--- src/rtl/icache.sv ---
// icache: direct-mapped, read-only instruction cache.
// Looks up the fetch address in one cycle. On a miss it stalls the PC
// combinationally and refills the whole line through a request/beat handshake.
// Ports:
//   i_clk, i_rst       clock, synchronous active-high reset
//   i_req_ren/addr     fetch request and byte address
//   o_res_rdata        registered instruction word (1-cycle hit latency)
//   o_busy             combinational stall: miss or refill in progress
//   i_inv              invalidate all lines (fence.i)
//   o_mem_ren/addr     registered line burst request and line base address
//   i_mem_ready        memory accepts the burst request
//   i_mem_valid/rdata  refill beats in ascending word order
module icache #(
  parameter int unsigned NUM_LINES  = 32,
  parameter int unsigned LINE_WORDS = 4
) (
  input  logic        i_clk,
  input  logic        i_rst,
  input  logic        i_req_ren,
  input  logic [31:0] i_req_addr,
  output logic [31:0] o_res_rdata,
  output logic        o_busy,
  input  logic        i_inv,
  output logic        o_mem_ren,
  output logic [31:0] o_mem_addr,
  input  logic        i_mem_ready,
  input  logic        i_mem_valid,
  input  logic [31:0] i_mem_rdata
);
  localparam int unsigned OFF  = $clog2(LINE_WORDS) + 2;
  localparam int unsigned IDX  = $clog2(NUM_LINES);
  localparam int unsigned TAG  = 32 - OFF - IDX;
  localparam int unsigned WOFF = OFF - 2;

  localparam logic [1:0] S_IDLE   = 2'd0;
  localparam logic [1:0] S_MEMREQ = 2'd1;
  localparam logic [1:0] S_FILL   = 2'd2;

  logic [1:0]      state_q, state_d;
  logic [31:0]     maddr_q, maddr_d;
  logic [WOFF-1:0] cnt_q, cnt_d;
  logic            inv_pend_q, inv_pend_d;
  logic [31:0]     rdata_q, rdata_d;
  logic            mem_ren_q, mem_ren_d;
  logic [31:0]     mem_addr_q, mem_addr_d;

  logic [NUM_LINES-1:0] valid_q;
  logic [TAG-1:0]       tag_q  [NUM_LINES];
  logic [31:0]          data_q [NUM_LINES*LINE_WORDS];

  logic inv_all_c, fill_we_c, fill_done_c, busy_c;

  // Address fields of the live request and of the latched miss address
  logic [WOFF-1:0] req_off, m_off;
  logic [IDX-1:0]  req_idx, m_idx;
  logic [TAG-1:0]  req_tag, m_tag;
  logic            hit;

  assign req_off = i_req_addr[OFF-1:2];
  assign req_idx = i_req_addr[OFF+IDX-1:OFF];
  assign req_tag = i_req_addr[31:OFF+IDX];
  assign m_off   = maddr_q[OFF-1:2];
  assign m_idx   = maddr_q[OFF+IDX-1:OFF];
  assign m_tag   = maddr_q[31:OFF+IDX];
  assign hit     = valid_q[req_idx] & (tag_q[req_idx] == req_tag);

  logic unused_addr_bits;
  assign unused_addr_bits = ^{i_req_addr[1:0], maddr_q[1:0]};

  // Next-state, array-write strobes and the combinational stall
  always_comb begin
    state_d     = state_q;
    maddr_d     = maddr_q;
    cnt_d       = cnt_q;
    inv_pend_d  = inv_pend_q;
    rdata_d     = rdata_q;
    mem_ren_d   = mem_ren_q;
    mem_addr_d  = mem_addr_q;
    inv_all_c   = 1'b0;
    fill_we_c   = 1'b0;
    fill_done_c = 1'b0;
    busy_c      = 1'b0;
    case (state_q)
      S_IDLE: begin
        // Lookup sees the pre-invalidate arrays; the clear lands at the edge
        inv_all_c = i_inv;
        if (i_req_ren) begin
          if (hit) begin
            rdata_d = data_q[{req_idx, req_off}];
          end else begin
            busy_c     = 1'b1;
            maddr_d    = i_req_addr;
            mem_ren_d  = 1'b1;
            mem_addr_d = {i_req_addr[31:OFF], {OFF{1'b0}}};
            state_d    = S_MEMREQ;
          end
        end
      end
      S_MEMREQ: begin
        busy_c = 1'b1;
        if (i_inv) inv_pend_d = 1'b1;
        if (i_mem_ready) begin
          mem_ren_d = 1'b0;
          cnt_d     = '0;
          state_d   = S_FILL;
        end
      end
      S_FILL: begin
        busy_c = 1'b1;
        if (i_inv) inv_pend_d = 1'b1;
        if (i_mem_valid) begin
          fill_we_c = 1'b1;
          cnt_d     = cnt_q + WOFF'(1);
          // Critical word goes straight to the output register
          if (cnt_q == m_off) rdata_d = i_mem_rdata;
          if (cnt_q == WOFF'(LINE_WORDS - 1)) begin
            fill_done_c = 1'b1;
            // A pending fence.i also wipes the line just filled
            inv_all_c   = inv_pend_q | i_inv;
            inv_pend_d  = 1'b0;
            state_d     = S_IDLE;
          end
        end
      end
      default: state_d = S_IDLE;
    endcase
    if (i_rst) busy_c = 1'b0;
  end

  assign o_busy      = busy_c;
  assign o_res_rdata = rdata_q;
  assign o_mem_ren   = mem_ren_q;
  assign o_mem_addr  = mem_addr_q;

  // Control and output registers
  always_ff @(posedge i_clk) begin
    if (i_rst) begin
      state_q    <= S_IDLE;
      maddr_q    <= '0;
      cnt_q      <= '0;
      inv_pend_q <= 1'b0;
      rdata_q    <= '0;
      mem_ren_q  <= 1'b0;
      mem_addr_q <= '0;
    end else begin
      state_q    <= state_d;
      maddr_q    <= maddr_d;
      cnt_q      <= cnt_d;
      inv_pend_q <= inv_pend_d;
      rdata_q    <= rdata_d;
      mem_ren_q  <= mem_ren_d;
      mem_addr_q <= mem_addr_d;
    end
  end

  // Valid bits: invalidate wins over the line being marked valid
  always_ff @(posedge i_clk) begin
    if (i_rst) begin
      valid_q <= '0;
    end else if (inv_all_c) begin
      valid_q <= '0;
    end else if (fill_done_c) begin
      valid_q[m_idx] <= 1'b1;
    end
  end

  // Tag and data arrays; no reset, qualified by the valid bits
  always_ff @(posedge i_clk) begin
    if (!i_rst && fill_done_c) tag_q[m_idx] <= m_tag;
    if (!i_rst && fill_we_c) data_q[{m_idx, cnt_q}] <= i_mem_rdata;
  end
endmodule
--- config.mk ---
export PLATFORM = sky130hd
export DESIGN_NAME = icache
export DESIGN_NICKNAME = d
export VERILOG_FILES = /design/src/rtl/icache.sv
export SDC_FILE = /design/constraint.sdc
export NUM_CORES = 2
export LEC_CHECK = 0
export ABC_AREA = 0
export CAP_MARGIN = 20
export CORE_MARGIN = 3
export CORE_UTILIZATION = 45
export CTS_CLUSTER_SIZE = 25
export DETAILED_ROUTE_END_ITERATION = 12
export PLACE_DENSITY = 0.57
export SYNTH_ARGS = -nofsm -noshare
export SYNTH_HDL_FRONTEND = slang
export SYNTH_MEMORY_MAX_BITS = 65536
export SYNTH_SLANG_ARGS = --single-unit
--- constraint.sdc ---
create_clock -name i_clk -period 9 [get_ports i_clk]
set_input_delay 1.8 -clock i_clk [delete_from_list [all_inputs] [get_ports i_clk]]
set_output_delay 1.8 -clock i_clk [all_outputs]
set_load 0.01 [all_outputs]
==> impl_metrics.toml <==
[global_routing]
grt_start_max_net_pins = 114
groute.usage.overall = 0.231
number_of_antenna_violations_at_the_first_check_in_global_routing = 56
grt_pass1_vias = 89500
grt_remaining_overflow = 0
grt_first_pass_wirelength_mm = 692

[floorplanning]
floorplan.rows = 237
floorplan.io_pins = 136
fp.dieArea_mm2 = 0.427
initial_utilization = 0.452
chipWidth_um = 654
die_h_um = 654
placeableCoreArea_mm2 = 0.417

[logic_synthesis]
yosysTopAreaCell = "sky130_fd_sc_hd__edfxtp_1"
async_flop_share = 0
ffs_latches_synth = 4932
synth.most_common_cell = "sky130_fd_sc_hd__edfxtp_1"
netlist_top_cells_area = "sky130_fd_sc_hd__edfxtp_1 (77%), sky130_fd_sc_hd__mux4_2 (17%), sky130_fd_sc_hd__dfxtp_1 (1.1%), sky130_fd_sc_hd__mux2i_1 (0.97%), sky130_fd_sc_hd__nor2_1 (0.71%)"
synthFlopType = "sky130_fd_sc_hd__edfxtp_1"
postSynthCellCount = 7933
post_synth_most_frequent_cells = "sky130_fd_sc_hd__edfxtp_1 (4832), sky130_fd_sc_hd__mux4_2 (1464), sky130_fd_sc_hd__nor2_1 (356)"
synth_area_per_cell_um2 = 23.8
synth_edf_count = 4832
synthesis.yosys.warnings = 0
yosysSeqAreaShare = 0.779
yosys.area.top_type_share = 0.769
mappedNetlistArea_mm2 = 0.189
synth.lib_cells_used.distinct = 58

[route]
routed_wirelength_mm = 494
final_antenna_net_count = 0
wl_per_cell_um = 34.4
detail_route.iter0.violations = 11000
viasPerCell = 6.10
drtPass1Iterations = 5
drt_drc_violations_left = 0
vias = 87800

[setup_path]
worstSetupEndpointType = "output pin"
timing.critical_path.from_type = "primary input"
crit_path_max_fanout = 26
cp.required_ns = 7.20
crit_path_top_delay_cell = "sky130_fd_sc_hd__clkdlybuf4s50_1"
worstPathBufferInverterCount = 4
timing.setup.critical_path_class = "primary input to output pin"
worstPathCellList = "buf_2, buf_4, nor2b_2, buf_4, a21oi_1, nand3_1, nand4_1, xnor2_1, nand4_1, or4_4, o311ai_4, a211oi_1, clkdlybuf4s50_1"
critical_path_arrival_ns = 6.16
critPathMaxStageDelay_ns = 0.57
worst_path_dominant_cell_family = "buffers and inverters"

[sta]
post-route-period-util = 0.885
achievable-frequency_mhz = 126
final-setup-viol-count = 0
final.setup_skew_ns = 0.0542
unrepaired_setup_endpoints_after_global_routing = "no"
final_max_slew_violation_count = 0
timing_hold_violations_final = 0
worst_pin_slew_ns = 1.17
whs_ns = 0.472
worst_slew_margin_rel = 0.221
finalSetupTns_ns = 0
fin_crit_ns = 7.96

[worst_hold_path]
worst_hold_class = "flop to flop"

[cts]
clockBufferDepth = 4
clock_tree.htree_level_count = 6
cts.sinks = 4932
cts_resized = 0
cts_inserted_buffers = 527
cts.clk_slew.worst_paths_ns = 0.06
cts_setup_buffers = 0
clk_latency_ns = 1.04
cts_tree = "yes"
cts.hold.buffers_added = 0
clockRootBuffer = "sky130_fd_sc_hd__clkbuf_16"

[layout]
layoutNonFillerInstCount = 14400
post_route_design_area_mm2 = 0.216
final_util = 0.517
layout-drive-gt1-share = 0.313
nets = 8534
filler_cell_count = 31900
area_delta_synth_final_pct = 14.4

[power]
worst_ir_drop_vdd_uv = 200
power_density_mw_per_mm2 = 229
power_leakage_uw = 0.0668

[place]
place_inst = 13400
detailed_place.area_mm2 = 0.199
dpl_hpwl_mm = 266
gp_congestion = 0.786
port_buffers = 129

[status]
result_of_the_run = "completed"

[run]
drv.max_cap_violation_count = 0
[final cells by class]
cell class | count | area (um2) | area share
Clock inverter | 254 | 2440 | 0.0113
Tap cell | 5497 | 6880 | 0.0319
Antenna cell | 10 | 25.0 | 0.000116
Clock buffer | 691 | 14300 | 0.0662
Sequential cell | 4932 | 147000 | 0.681
Multi-Input combinational cell | 2523 | 40800 | 0.189
Inverter | 15 | 68.8 | 0.000319
Timing Repair Buffer | 460 | 4270 | 0.0198
[report_power, final]
group	internal, uW	total [uW]	switching [uW]
logic	1080	2840	1760
clock network	12200	21000	8790
registers	25400	25500	131
total	38700	49400	10700
[worst paths after layout]
check / from / end / slack [ns] / cells past startpoint
setup / recovery: i_req_addr[7] / o_busy / 1.04 / 13
hold / removal: valid_q[2] / valid_q[2] / 0.47 / 2
setup reg to reg: tag_q[21][11] / o_res_rdata[13] / 4.45 / 11
hold reg to reg: valid_q[2] / valid_q[2] / 0.47 / 2
[placed cells by master, fill, tap and decap left out, types with 34 or more instances in the layout]
master	synthesis	final
sky130_fd_sc_hd__nand2_1	81	71
sky130_fd_sc_hd__edfxtp_1	4832	4832
sky130_fd_sc_hd__clkinv_2	0	65
sky130_fd_sc_hd__clkdlybuf4s50_1	0	89
sky130_fd_sc_hd__dfxtp_1	100	100
sky130_fd_sc_hd__mux2i_1	182	182
sky130_fd_sc_hd__nor2_4	0	160
sky130_fd_sc_hd__bufinv_16	0	34
sky130_fd_sc_hd__nor2_1	356	196
sky130_fd_sc_hd__clkbuf_16	0	544
sky130_fd_sc_hd__buf_4	45	327
sky130_fd_sc_hd__mux4_2	1464	1464
sky130_fd_sc_hd__nand3_1	39	37
sky130_fd_sc_hd__clkinv_1	1	102
sky130_fd_sc_hd__a22oi_1	46	46
sky130_fd_sc_hd__a21oi_1	87	87
sky130_fd_sc_hd__o22ai_1	46	46
sky130_fd_sc_hd__clkbuf_1	301	135
[worst reg2reg max path: stages (launching register included)]
cell	delay, ns
sky130_fd_sc_hd__edfxtp_1	0.36
sky130_fd_sc_hd__mux4_2	0.47
sky130_fd_sc_hd__mux2_2	0.28
sky130_fd_sc_hd__o22ai_1	0.16
sky130_fd_sc_hd__a221oi_1	0.12
sky130_fd_sc_hd__xnor2_1	0.40
sky130_fd_sc_hd__nand4_1	0.17
sky130_fd_sc_hd__or4_4	0.60
sky130_fd_sc_hd__o41ai_4	0.71
sky130_fd_sc_hd__buf_4	0.61
sky130_fd_sc_hd__nand2_1	0.22
sky130_fd_sc_hd__a221oi_1	0.32
[per-stage QoR]
stage	total power, uW	worst slack [ns]
after floorplan	27500	2.29
after global placement	28700	1.12
after detailed placement	28800	1.09
after CTS	49700	1.09
after global routing	50900	0.926
final	49400	1.04
[cells by family (layout without fill, tap and decap cells)]
logic type / Yosys count / count (layout) / share of synthesized area
simple gates: 550 / 550 / 0.0123
buf+inv: 481 / 1420 / 0.0111
xor+xnor: 23 / 23 / 0.00107
compound gates: 277 / 277 / 0.0105
mux: 1664 / 1664 / 0.185
fa+ha+maj: 5 / 5 / 0.000331
other cells: 1 / 14 / 0.0000199
flops: 4932 / 4932 / 0.779
[registers in the layout (all words and copies together) (netlist names)]
register,count
maddr_q,29
o_mem_ren,1
tag_q,736
valid_q,32
o_mem_addr,1
cnt_q,2
state_q,2
o_res_rdata,32
inv_pend_q,1
data_q,4096
[layer usage]
layer / vias to the layer above / global-route usage / routed length, um
met4: 14 / 0.0632 / 13800
met1: 48500 / 0.327 / 201000
met2: 3385 / 0.373 / 241000
met3: 696 / 0.0390 / 38300
li1: 35100 / - / -
met5: - / 0 / 98
Note: power is estimated with default switching activity, not from simulation.
